===== config.mk =====
export PLATFORM = sky130hd
export DESIGN_NAME = board_reset_ctrl
export DESIGN_NICKNAME = d
export VERILOG_FILES = /design/src/rtl/board_reset_ctrl.sv
export SDC_FILE = /design/constraint.sdc
export NUM_CORES = 1
export LEC_CHECK = 0
export CAP_MARGIN = 0
export CORE_MARGIN = 2
export CORE_UTILIZATION = 60
export CTS_CLUSTER_SIZE = 25
export DETAILED_ROUTE_END_ITERATION = 10
export PLACE_DENSITY = 0.76
export SETUP_SLACK_MARGIN = 0.3
export SYNTH_ARGS = -nofsm -noshare
export SYNTH_HDL_FRONTEND = slang
export SYNTH_SLANG_ARGS = --single-unit
export TNS_END_PERCENT = 5

===== constraint.sdc =====
create_clock -name clk -period 4.6 [get_ports clk]
set_input_delay 0.92 -clock clk [delete_from_list [all_inputs] [get_ports clk]]
set_output_delay 0.92 -clock clk [all_outputs]
set_load 0.05 [all_outputs]

===== src/rtl/board_reset_ctrl.sv =====
// board_reset_ctrl: merges PLL locks and raw buttons into one stretched system reset.
// Optional watchdog is compiled in when BOARD_RESET_WDT_EN is defined.
module board_reset_ctrl #(
    parameter int                     NUM_LOCKS       = 2,
    parameter int                     NUM_BUTTONS     = 2,
    parameter logic [NUM_BUTTONS-1:0] RESET_BTN_MASK  = 'b1,
    parameter int                     DEBOUNCE_CYCLES = 500000,
    parameter int                     HOLD_CYCLES     = 1024,
    parameter int                     WDT_CYCLES      = 2**26
) (
    input  logic                   clk,
    input  logic                   reset_n_i,
    input  logic [NUM_LOCKS-1:0]   locked_i,
    input  logic [NUM_BUTTONS-1:0] button_n_i,
    input  logic                   wdt_kick_i,
    output logic                   reset_o,
    output logic                   ready_o,
    output logic [NUM_BUTTONS-1:0] button_o,
    output logic [NUM_BUTTONS-1:0] pressed_o,
    output logic                   wdt_fired_o
);

    localparam int DW = $clog2(DEBOUNCE_CYCLES) + 1;
    localparam int HW = $clog2(HOLD_CYCLES) + 1;
    localparam logic [DW-1:0] DB_LAST   = DW'(DEBOUNCE_CYCLES - 1);
    localparam logic [HW-1:0] HOLD_LAST = HW'(HOLD_CYCLES - 1);

    typedef enum logic [1:0] {
        ASSERT,
        HOLD,
        RUN
    } state_t;

    // Async assert, sync deassert of the internal reset
    logic [1:0] rst_sync;
    logic       rst_n;

    always_ff @(posedge clk or negedge reset_n_i) begin
        if (!reset_n_i) rst_sync <= '0;
        else            rst_sync <= {rst_sync[0], 1'b1};
    end

    assign rst_n = rst_sync[1];

    logic [NUM_LOCKS-1:0]   lock_s1, lock_s2;
    logic [NUM_BUTTONS-1:0] btn_s1, btn_s2;

    always_ff @(posedge clk or negedge rst_n) begin
        if (!rst_n) begin
            lock_s1 <= '0;
            lock_s2 <= '0;
            btn_s1  <= '1;
            btn_s2  <= '1;
        end else begin
            lock_s1 <= locked_i;
            lock_s2 <= lock_s1;
            btn_s1  <= button_n_i;
            btn_s2  <= btn_s1;
        end
    end

    logic [DW-1:0]          db_cnt   [NUM_BUTTONS];
    logic [DW-1:0]          db_cnt_d [NUM_BUTTONS];
    logic [NUM_BUTTONS-1:0] btn_lvl, btn_d;

    assign btn_lvl = ~btn_s2;

    always_comb begin
        btn_d = button_o;
        for (int i = 0; i < NUM_BUTTONS; i++) begin
            db_cnt_d[i] = '0;
            if (btn_lvl[i] != button_o[i]) begin
                if (db_cnt[i] == DB_LAST) btn_d[i] = btn_lvl[i];
                else                      db_cnt_d[i] = db_cnt[i] + DW'(1);
            end
        end
    end

    always_ff @(posedge clk or negedge rst_n) begin
        if (!rst_n) begin
            button_o  <= '0;
            pressed_o <= '0;
            db_cnt    <= '{default: '0};
        end else begin
            button_o  <= btn_d;
            pressed_o <= btn_d & ~button_o;
            db_cnt    <= db_cnt_d;
        end
    end

    state_t        state_q, state_d;
    logic [HW-1:0] hold_cnt, hold_d;
    logic          all_locked, rst_btn, wdt_hit;

    assign all_locked = &lock_s2;
    // Uses the next debounced level so the FSM reacts on the toggle edge
    assign rst_btn    = |(btn_d & RESET_BTN_MASK);

`ifdef BOARD_RESET_WDT_EN
    localparam int WW = $clog2(WDT_CYCLES) + 1;
    localparam logic [WW-1:0] WDT_LAST = WW'(WDT_CYCLES - 1);

    logic [WW-1:0] wdt_cnt;

    assign wdt_hit = (state_q == RUN) && !wdt_kick_i && (wdt_cnt == WDT_LAST);

    always_ff @(posedge clk or negedge rst_n) begin
        if (!rst_n) begin
            wdt_cnt     <= '0;
            wdt_fired_o <= 1'b0;
        end else begin
            if (state_q != RUN || wdt_kick_i || wdt_hit) wdt_cnt <= '0;
            else                                         wdt_cnt <= wdt_cnt + WW'(1);
            if (wdt_hit) wdt_fired_o <= 1'b1;
        end
    end
`else
    localparam int unused_wdt_cycles = WDT_CYCLES;
    logic unused_wdt_kick;

    assign unused_wdt_kick = wdt_kick_i;
    assign wdt_hit         = 1'b0;
    assign wdt_fired_o     = 1'b0;
`endif

    always_comb begin
        state_d = state_q;
        hold_d  = '0;
        unique case (state_q)
            ASSERT: if (all_locked && !rst_btn) state_d = HOLD;
            HOLD: begin
                if (!all_locked || rst_btn)  state_d = ASSERT;
                else if (hold_cnt == HOLD_LAST) state_d = RUN;
                else                         hold_d = hold_cnt + HW'(1);
            end
            RUN: if (!all_locked || rst_btn || wdt_hit) state_d = ASSERT;
            default: state_d = ASSERT;
        endcase
    end

    always_ff @(posedge clk or negedge rst_n) begin
        if (!rst_n) begin
            state_q  <= ASSERT;
            hold_cnt <= '0;
            reset_o  <= 1'b1;
            ready_o  <= 1'b0;
        end else begin
            state_q  <= state_d;
            hold_cnt <= hold_d;
            reset_o  <= (state_d != RUN);
            ready_o  <= (state_d == RUN);
        end
    end

endmodule


==> metrics.cfg, run 1 <==
[die]
core_um2 = 5010
die_area_um2 = 5690
initial_core_util_pct = 61.2
die_h_um = 75.5
fp.dieW_um = 75.5
rows = 26
ios = 14

[clock_tree]
cts_tree = done
cts_resized = 0
clock_latency_ps = 340
h-tree-depth = 3
cts_inserted_buffers = 9
postCtsSetupRepairBufs = 0
clock-sinks = 69
cts_buffer_depth = 2
cts_root_buf = clkbuf_8
cts_hold_buf = 0
clk_pin_slew_worst_paths_ps = 80

[worst_setup_path]
cpPeakStageDelay_ps = 660
arrival_ps = 2990
required_ps = 4790
r2r_slack_ps = 1800
critical_path_class = flop to flop
cp.buffers_inverters = 0
cp-start-kind = flop
critPathMaxFanout = 8
path_cells = or4b_1 -> or4_4 -> nor4_4 -> mux2i_1 -> nor2_1
path_delay_family = simple AND/OR/NAND/NOR gates
slowest_stage = mux2i_1
end_kind = flop

[placed_design]
dp.final_hpwl_um = 3230
placed_area_um2 = 3240
dp_cells = 366
dpl_worst_slack_ps = 1800
io_buffer_count = 11
place.gp.congestion = 0.772

[yosys]
ys_seq_area_share_pct = 56.6
ys_warn_count = 0
synth_cell_type_count = 37
yosys-top-cells-area = dfrtp_1 52%, xor2_1 8.0%, nor2_1 7.2%, xnor2_1 5.1%, dfstp_2 4.3%
ys.flop_type = dfrtp_1
async_flop_share_pct = 100
synthMuxAreaShare_pct = 0.980
synth_fa_ha_area_share_pct = 1.22
synthCells = 291
synth_top_family_by_area = simple AND/OR/NAND/NOR gates
yosys-top-cells-count = 64 x dfrtp_1, 59 x nor2_1, 28 x xor2_1
synth-compound-area-share_pct = 0.939
synth_xor_area_share_pct = 13.1
syn_avg_cell_area_um2 = 10.5
yosysMostFrequentCell = dfrtp_1
synth-edff-count = 0
synth.largest_area_cell = dfrtp_1
synth_area_um2 = 3060
synthSimpleGateAreaFrac_pct = 25.2
ys_ff_latch = 69
synth_top_area_share_pct = 52.3
synth_fp_nets = 301

[timing]
worst_pin_slew_ps = 844
tns_ps = 0
slew_headroom_pct = 43.3
finalSetupViolCount = 0
setup_slack_ps = 1800
hold_ws_ps = 353
slew_viol_final = 0
timing.final.crit_share_pct = 60.9
finClkSkew_ps = 11.8
rsz0062_at_grt = false
hold_violations = 0
clock.fmax_mhz = 357
period_minus_slack_ps = 2800

[layout]
num-fill-cells = 396
drive_above_1_share_pct = 9.62
layout.cells.non_filler = 382
area_delta_synth_final_pct = 13.2
nets = 317
diodes = 0
design_area_um2 = 3470

[routing]
top_layer_used = met4
drtAntennaViolNets = 0
firstDrtPassIters = 4
wl_met2_um = 2350
dr_wl_met3_um = 148
drc = 0
post_drt_wl_per_cell_um = 12.9
wl_met1_um = 2360
first_iter_violations = 108
drt_wl_total_um = 4920
vias = 2004
viasPerCell = 5.25

[global_route]
antenna_found_initial = 0
grt_pass1_wl_um = 8360
track_usage_pct = 20.0
grt_max_degree = 68
grt_pass1_vias = 1890
grt_overflow = 0

[power]
vdd_ir_drop_max_mv = 0.335
cellPowerDensity_nw_per_um2 = 351
power.leakage_nw = 1.45

[min_path]
worstHoldPathType = flop to flop

[job]
cap_violations = 0

[outcome]
status = completed

worst reg2reg max path, cell delays in order, from the launching register on:
cell     delay, ps
dfrtp_1        440
or4b_1         550
or4_4          560
nor4_4         320
mux2i_1        660
nor2_1         120
state kept, by name, summed over array words and instances, names as in the netlist:
signal,cells
btn_s1,2
btn_s2,2
button_o,2
db_cnt,40
hold_cnt,11
lock_s1,2
lock_s2,2
pressed_o,2
ready_o,1
reset_o,1
rst_sync,2
state_q,2
cells by family (layout without fill, tap and decap cells):
group | Yosys count | in the layout
simple gates | 152 | 152
flops | 69 | 69
xor+xnor | 46 | 46
buf+inv | 12 | 33
compound gates | 4 | 4
fa+ha+maj | 3 | 3
mux | 3 | 3
other cells | 2 | 2
final cells by class:
cell class / instances / area [um^2] / area share [%]
Sequential cell: 69 / 1730 / 50.0
Multi-Input combinational cell: 210 / 1280 / 36.9
Clock buffer: 10 / 138 / 3.97
Timing Repair Buffer: 12 / 118 / 3.39
Clock inverter: 6 / 93.8 / 2.70
Tap cell: 70 / 87.6 / 2.52
Inverter: 5 / 18.8 / 0.541
metal layers:
metal	global-route usage, %	vias up
met2	30.2	26
met3	6.75	6
li1	-	1013
met4	8.58	0
met5	0	-
met1	26.4	959
metrics by stage:
stage	total power [mW]	util, %
finish	1.22	69.3
floorplan	0.660	-
detailed placement	0.672	64.6
global placement	0.671	64.6
CTS	1.23	69.3
global route	1.27	69.3
cell usage in the layout (no fill, tap or decap), drive strengths merged, types with 2 or more instances in the layout:
cell / count
clkbuf: 10
or4b: 4
conb: 2
bufinv: 2
xnor2: 18
nand4: 16
dfstp: 5
clkdlybuf4s50: 11
nand3: 14
nand2: 22
nor2b: 2
nor4: 2
or4: 2
and4: 5
inv: 7
nor2: 59
xor2: 28
nor3: 11
dfrtp: 64
and3: 6
and2: 4
ha: 3
mux2i: 3
where the power goes:
| part | internal (mW) | leakage [nW] | total (mW) | switching (mW) |
|---|---|---|---|---|
| clock network | 0.325 | 0.113 | 0.560 | 0.235 |
| logic | 0.0103 | 0.410 | 0.0348 | 0.0245 |
| registers | 0.617 | 0.926 | 0.624 | 0.00711 |
| total | 0.952 | 1.45 | 1.22 | 0.267 |
worst paths after layout:
check	to	from	depth (start not counted)
max in group asynchronous	hold_cnt[8]	rst_sync[1]	1
min in group asynchronous	db_cnt[15]	rst_sync[1]	1
min	lock_s2[0]	lock_s1[0]	0
min reg2reg	lock_s2[0]	lock_s1[0]	0
max	hold_cnt[4]	db_cnt[27]	5
max reg2reg	hold_cnt[4]	db_cnt[27]	5
No activity file was read; power rests on OpenSTA's default activity.
==> run 2: changes to the inputs <==
--- a/config.mk
+++ b/config.mk
@@ -7,10 +7,10 @@
 export LEC_CHECK = 0
 export CAP_MARGIN = 0
 export CORE_MARGIN = 2
-export CORE_UTILIZATION = 60
+export CORE_UTILIZATION = 59
 export CTS_CLUSTER_SIZE = 25
 export DETAILED_ROUTE_END_ITERATION = 10
-export PLACE_DENSITY = 0.76
+export PLACE_DENSITY = 0.75
 export SETUP_SLACK_MARGIN = 0.3
 export SYNTH_ARGS = -nofsm -noshare
 export SYNTH_HDL_FRONTEND = slang
==> constraint.sdc (replaced) <==
create_clock -name clk -period 2.6 [get_ports clk]
set_input_delay 0.52 -clock clk [delete_from_list [all_inputs] [get_ports clk]]
set_output_delay 0.52 -clock clk [all_outputs]
set_load 0.05 [all_outputs]
==> metrics.cfg, run 2 (synthesis gave the netlist of run 1 again) <==
[worst_setup_path]
cp.buffers_inverters = 2  ; was 0
reg2reg_depth = 7  ; was 5
slowest_stage = or4_4  ; was mux2i_1
required_ps = 2820  ; was 4790 ps
cpPeakStageDelay_ps = 560  ; was 660 ps
r2r-end = hold_cnt[5]  ; was hold_cnt[4]
reg2reg_from = db_cnt[29]  ; was db_cnt[27]
arrival_ps = 2540  ; was 2990 ps
crit_top_cell = buf_6
cp-start-kind = flop  ; unchanged
r2r_slack_ps = 280  ; was 1800 ps
critical_path_class = flop to flop  ; unchanged
path_cells = or4b_1 -> or4_4 -> nor4_4 -> buf_6 -> mux2i_2 -> buf_6 -> nor2_1  ; was or4b_1 -> or4_4 -> nor4_4 -> mux2i_1 -> nor2_1
cp.depth = 7  ; was 5
path_delay_family = simple AND/OR/NAND/NOR gates  ; unchanged
end_kind = flop  ; unchanged
critPathMaxFanout = 8  ; unchanged

[job]
cap_violations = 0  ; unchanged

[power]
power.leakage_nw = 1.53  ; was 1.45 nW
cellPowerDensity_nw_per_um2 = 593  ; was 351 nW/um^2
vdd_ir_drop_max_mv = 0.438  ; was 0.335 mV
power_mw = 2.14  ; was 1.22 mW

[timing]
worst_pin_slew_ps = 677  ; was 844 ps
setup_slack_ps = 280  ; was 1800 ps
slew_viol_final = 0  ; unchanged
hold_violations = 0  ; unchanged
tns_ps = 0  ; unchanged
timing.final.crit_share_pct = 89.2  ; was 60.9%
hold_ws_ps = 310  ; was 353 ps
slew_headroom_pct = 54.9  ; was 43.3%
period_minus_slack_ps = 2320  ; was 2800 ps
rsz0062_at_grt = true  ; was false
finalSetupViolCount = 0  ; unchanged
finClkSkew_ps = 7.73  ; was 11.8 ps
clock.fmax_mhz = 431  ; was 357 MHz

[routing]
drtAntennaViolNets = 0  ; unchanged
drc = 0  ; unchanged
viasPerCell = 5.30  ; was 5.25
vias = 2103  ; was 2004
post_drt_wl_per_cell_um = 13.2  ; was 12.9 um
firstDrtPassIters = 4  ; unchanged
drt_wl_total_um = 5230  ; was 4920 um
first_iter_violations = 110  ; was 108

[placed_design]
place.gp.congestion = 0.794  ; was 0.772
dpl_worst_slack_ps = 161  ; was 1800 ps
placed_area_um2 = 3320  ; was 3240 um^2
dp.final_hpwl_um = 3440  ; was 3230 um
io_buffer_count = 11  ; unchanged
dp_cells = 375  ; was 366

[clock_tree]
h-tree-depth = 3  ; unchanged
cts_root_buf = clkbuf_8  ; unchanged
cts_buffer_depth = 2  ; unchanged
clock-sinks = 69  ; unchanged
clk_pin_slew_worst_paths_ps = 70  ; was 80 ps
cts_hold_buf = 0  ; unchanged
clock_latency_ps = 330  ; was 340 ps
cts_tree = done  ; unchanged
cts_inserted_buffers = 9  ; unchanged

[die]
fp.dieW_um = 76.1  ; was 75.5 um
die_h_um = 76.1  ; was 75.5 um
rows = 26  ; unchanged
die_area_um2 = 5790  ; was 5690 um^2
ios = 14  ; unchanged
initial_core_util_pct = 60.4  ; was 61.2%
core_um2 = 5070  ; was 5010 um^2

[layout]
largest-register = db_cnt  ; unchanged
final_cell_mix = 62 x dfrtp_1, 58 x nor2_1, 28 x xor2_1, 22 x nand2_1, 18 x xnor2_1  ; was 63 x dfrtp_1, 59 x nor2_1, 28 x xor2_1, 22 x nand2_1, 18 x xnor2_1
layout.cells.non_filler = 397  ; was 382
nets = 332  ; was 317
reg.largest.list = db_cnt x40, hold_cnt x11  ; unchanged
design_area_um2 = 3610  ; was 3470 um^2
final_common_cell = dfrtp_1  ; unchanged
final_util_pct = 71.1  ; was 69.3%
area_delta_synth_final_pct = 17.7  ; was 13.2%
num-fill-cells = 399  ; was 396
drive_above_1_share_pct = 14.7  ; was 9.62%
diodes = 0  ; unchanged
largest_reg_flops = 40  ; unchanged

[outcome]
status = completed  ; unchanged

[global_route]
grt_overflow = 0  ; unchanged
grt_max_degree = 34  ; was 68
grt_pass1_wl_um = 9180  ; was 8360 um
grt_pass1_vias = 2075  ; was 1890
track_usage_pct = 19.7  ; was 20.0%
antenna_found_initial = 0  ; unchanged

[min_path]
worstHoldPathType = flop to asynchronous set/reset pin  ; was flop to flop

-- run 2: cell count changes in the layout (fill, tap and decap cells not counted), sizes merged --
cell	previous run	this run
buf	1	16
clkbuf	10	12
clkinv	1	2
clkinvlp	1	0
inv	7	5
-- run 2: power breakdown --
| group | switching [mW] | internal (mW) | total, mW |
|---|---|---|---|
| Combinational | 0.0353 | 0.0226 | 0.0578 |
| Clock | 0.376 | 0.590 | 0.965 |
| Sequential | 0.0226 | 1.09 | 1.12 |
| Total | 0.434 | 1.70 | 2.14 |
-- run 2: worst max-delay path by stage --
stage               start           to  slack, ps
2_1_floorplan  db_cnt[30]  hold_cnt[1]        190
3_3_place_gp   db_cnt[29]      reset_o        200
3_5_place_dp   db_cnt[30]  hold_cnt[1]        160
4_1_cts        db_cnt[31]  hold_cnt[5]        270
5_1_grt        db_cnt[29]  hold_cnt[5]        180
6_report       db_cnt[29]  hold_cnt[5]        280
-- run 2: what timing repair did --
action,CTS,global route
setup endpoints to repair,45,49
resized for setup,4,1
buffers inserted,4,2
pin swaps,4,1
-- run 2: final cells by class --
cell class	count	area, um^2	share of cell area, %
well taps	70	87.6	2.43
flip-flops and latches	69	1740	48.1
multi-input cells	210	1300	36.1
clock inverters	4	70.1	1.94
inverters	5	18.8	0.520
repair buffers	27	238	6.59
clock buffers	12	155	4.30
-- run 2: per-layer routing --
layer,global-route usage (%),vias to the layer above,wire [um]
met1,26.6,1020,2510
met2,31.3,28,2500
met3,4.27,12,127
met4,8.36,0,96
li1,-,1043,-
met5,0,-,0
==> run 3: changes to the inputs <==
--- a/config.mk
+++ b/config.mk
@@ -6,11 +6,13 @@
 export NUM_CORES = 1
 export LEC_CHECK = 0
 export CAP_MARGIN = 0
+export CELL_PAD_IN_SITES_DETAIL_PLACEMENT = 1
+export CELL_PAD_IN_SITES_GLOBAL_PLACEMENT = 2
 export CORE_MARGIN = 2
-export CORE_UTILIZATION = 59
+export CORE_UTILIZATION = 39
 export CTS_CLUSTER_SIZE = 25
 export DETAILED_ROUTE_END_ITERATION = 10
-export PLACE_DENSITY = 0.75
+export PLACE_DENSITY = 0.74
 export SETUP_SLACK_MARGIN = 0.3
 export SYNTH_ARGS = -nofsm -noshare
 export SYNTH_HDL_FRONTEND = slang
==> metrics.cfg, run 3 (synthesis gave the netlist of run 1 again) <==
[layout]
final_cell_mix = 63 x dfrtp_1, 59 x nor2_1, 28 x xor2_1, 21 x nand2_1, 18 x xnor2_1  ; was 62 x dfrtp_1, 58 x nor2_1, 28 x xor2_1, 22 x nand2_1, 18 x xnor2_1
final_common_cell = dfrtp_1  ; unchanged
num-fill-cells = 873  ; was 399
area_delta_synth_final_pct = 17.3  ; was 17.7%
drive_above_1_share_pct = 14.2  ; was 14.7%
nets = 330  ; was 332
diodes = 0  ; unchanged
largest_reg_flops = 40  ; unchanged
reg.largest.list = db_cnt x40, hold_cnt x11  ; unchanged
largest-register = db_cnt  ; unchanged

[die]
fp.dieW_um = 92.6  ; was 76.1 um
core_um2 = 7690  ; was 5070 um^2
rows = 32  ; was 26
initial_core_util_pct = 39.9  ; was 60.4%
die_area_um2 = 8580  ; was 5790 um^2
die_h_um = 92.6  ; was 76.1 um
ios = 14  ; unchanged

[placed_design]
place.gp.congestion = 0.716  ; was 0.794
io_buffer_count = 11  ; unchanged
dpl_worst_slack_ps = 129  ; was 161 ps
dp.final_hpwl_um = 4150  ; was 3440 um

[clock_tree]
h-tree-depth = 3  ; unchanged
cts_buffer_depth = 2  ; unchanged
cts_inserted_buffers = 9  ; unchanged
clk_pin_slew_worst_paths_ps = 80  ; was 70 ps
clock_latency_ps = 330  ; about the same
cts_root_buf = clkbuf_8  ; unchanged
cts_tree = done  ; unchanged
clock-sinks = 69  ; unchanged

[routing]
drt_wl_total_um = 6120  ; was 5230 um
post_drt_wl_per_cell_um = 14.3  ; was 13.2 um
drtAntennaViolNets = 0  ; unchanged
firstDrtPassIters = 4  ; unchanged
vias = 2092  ; was 2103
drc = 0  ; unchanged
first_iter_violations = 20  ; was 110
viasPerCell = 4.90  ; was 5.30

[timing]
finalSetupViolCount = 0  ; unchanged
finClkSkew_ps = 9.84  ; was 7.73 ps
period_minus_slack_ps = 2370  ; was 2320 ps
worst_pin_slew_ps = 504  ; was 677 ps
tns_ps = 0  ; unchanged
timing.final.crit_share_pct = 91.1  ; was 89.2%
slew_headroom_pct = 66.3  ; was 54.9%
hold_violations = 0  ; unchanged
setup_slack_ps = 231  ; was 280 ps
clock.fmax_mhz = 422  ; was 431 MHz
rsz0062_at_grt = true  ; unchanged
slew_viol_final = 0  ; unchanged

[global_route]
antenna_found_initial = 0  ; unchanged
grt_pass1_vias = 2184  ; was 2075
grt_overflow = 0  ; unchanged
track_usage_pct = 15.9  ; was 19.7%
grt_max_degree = 34  ; unchanged
grt_pass1_wl_um = 10600  ; was 9180 um

[worst_setup_path]
arrival_ps = 2590  ; was 2540 ps
critPathMaxFanout = 8  ; unchanged
cp.buffers_inverters = 2  ; unchanged
cp-start-kind = flop  ; unchanged
cp-startpoint = db_cnt[31]  ; was db_cnt[29]
critical_path_class = flop to flop  ; unchanged
crit_top_cell = buf_6  ; unchanged
path_cells = or4b_1 -> or4_4 -> nor4_4 -> buf_6 -> mux2i_2 -> buf_6 -> nor2b_1  ; was or4b_1 -> or4_4 -> nor4_4 -> buf_6 -> mux2i_2 -> buf_6 -> nor2_1
cp.depth = 7  ; unchanged
path_delay_family = simple AND/OR/NAND/NOR gates  ; unchanged
reg2reg_from = db_cnt[31]  ; was db_cnt[29]
cpPeakStageDelay_ps = 560  ; about the same
end_kind = flop  ; unchanged
critPathCapture = hold_cnt[1]  ; was hold_cnt[5]
r2r-end = hold_cnt[1]  ; was hold_cnt[5]
r2r_slack_ps = 230  ; was 280 ps
reg2reg_depth = 7  ; unchanged
slowest_stage = or4_4  ; unchanged
required_ps = 2820  ; about the same

[min_path]
worstHoldPathType = flop to asynchronous set/reset pin  ; unchanged

[power]
vdd_ir_drop_max_mv = 0.296  ; was 0.438 mV
power.leakage_nw = 1.51  ; was 1.53 nW
cellPowerDensity_nw_per_um2 = 537  ; was 593 nW/um^2

[outcome]
status = completed  ; unchanged

[job]
cap_violations = 0  ; unchanged

[run 3: cell types whose count changed in the layout (fill, tap and decap cells not counted), sizes merged]
cell / previous run / this run
buf: 16 / 14
bufinv: 2 / 0
clkbuf: 12 / 11
clkinv: 2 / 4
clkinvlp: 0 / 1
[run 3: layout make-up]
| type | instances | area [um^2] | share of cell area, % |
|---|---|---|---|
| clock buffers | 11 | 141 | 3.93 |
| clock inverters | 5 | 27.5 | 0.766 |
| inverters | 5 | 18.8 | 0.522 |
| multi-input cells | 210 | 1310 | 36.4 |
| flip-flops and latches | 69 | 1730 | 48.2 |
| well taps | 102 | 128 | 3.55 |
| repair buffers | 25 | 235 | 6.54 |
[run 3: metal layers]
| layer | up-vias | track usage [%] | share of wire, % |
|---|---|---|---|
| met2 | 18 | 25.8 | 49 |
| met4 | 0 | 5.51 | 0.49 |
| met1 | 1035 | 20.5 | 48 |
| met5 | - | 0 | 0 |
| li1 | 1037 | - | - |
| met3 | 2 | 4.39 | 2.6 |
[run 3: how the worst min path moves through the flow]
| stage | depth (start not counted) | slack [ps] | startpoint | end |
|---|---|---|---|---|
| 2_1_floorplan | 0 | 220 | reset_n_i | rst_sync[0] |
| 6_report | 0 | 110 | rst_sync[1] | db_cnt[29] |
| 5_1_grt | 0 | 140 | rst_sync[1] | db_cnt[29] |
| 3_5_place_dp | 0 | 120 | rst_sync[1] | db_cnt[36] |
| 4_1_cts | 0 | 130 | rst_sync[1] | db_cnt[36] |
| 3_3_place_gp | 0 | 120 | rst_sync[1] | db_cnt[36] |
[run 3: what timing repair did]
| action | 4_1_cts | 5_1_grt |
|---|---|---|
| gates resized for setup | 3 | 3 |
| endpoints found under the setup margin | 50 | 49 |
| hold buffers | 0 | 0 |
| pin swaps | 3 | 0 |
| endpoints found under the hold margin | 0 | 0 |
| setup buffers | 4 | 0 |
[run 3: through the flow]
stage	utilization, %	hold slack (ps)	instances	power [mW]	area (um^2)
2_1_floorplan	-	224	291	1.17	3080
3_3_place_gp	43.8	122	407	1.20	3370
3_5_place_dp	43.8	124	407	1.20	3370
4_1_cts	46.6	129	427	1.97	3580
5_1_grt	46.8	136	427	2.03	3590
6_report	46.8	115	427	1.93	3590
[run 3: where the power goes]
group / switching, mW / internal (mW) / total, mW
Clock: 0.387 / 0.366 / 0.753
Sequential: 0.0171 / 1.09 / 1.11
Combinational: 0.0457 / 0.0242 / 0.0699
Total: 0.450 / 1.48 / 1.93
[run 3: worst reg2reg max path, delay by kind of cell (launching register included)]
family	cells	cell delay, ps
muxes	1	240
DFF	1	370
buffers and inverters	2	340
and+or+nand+nor	4	1310
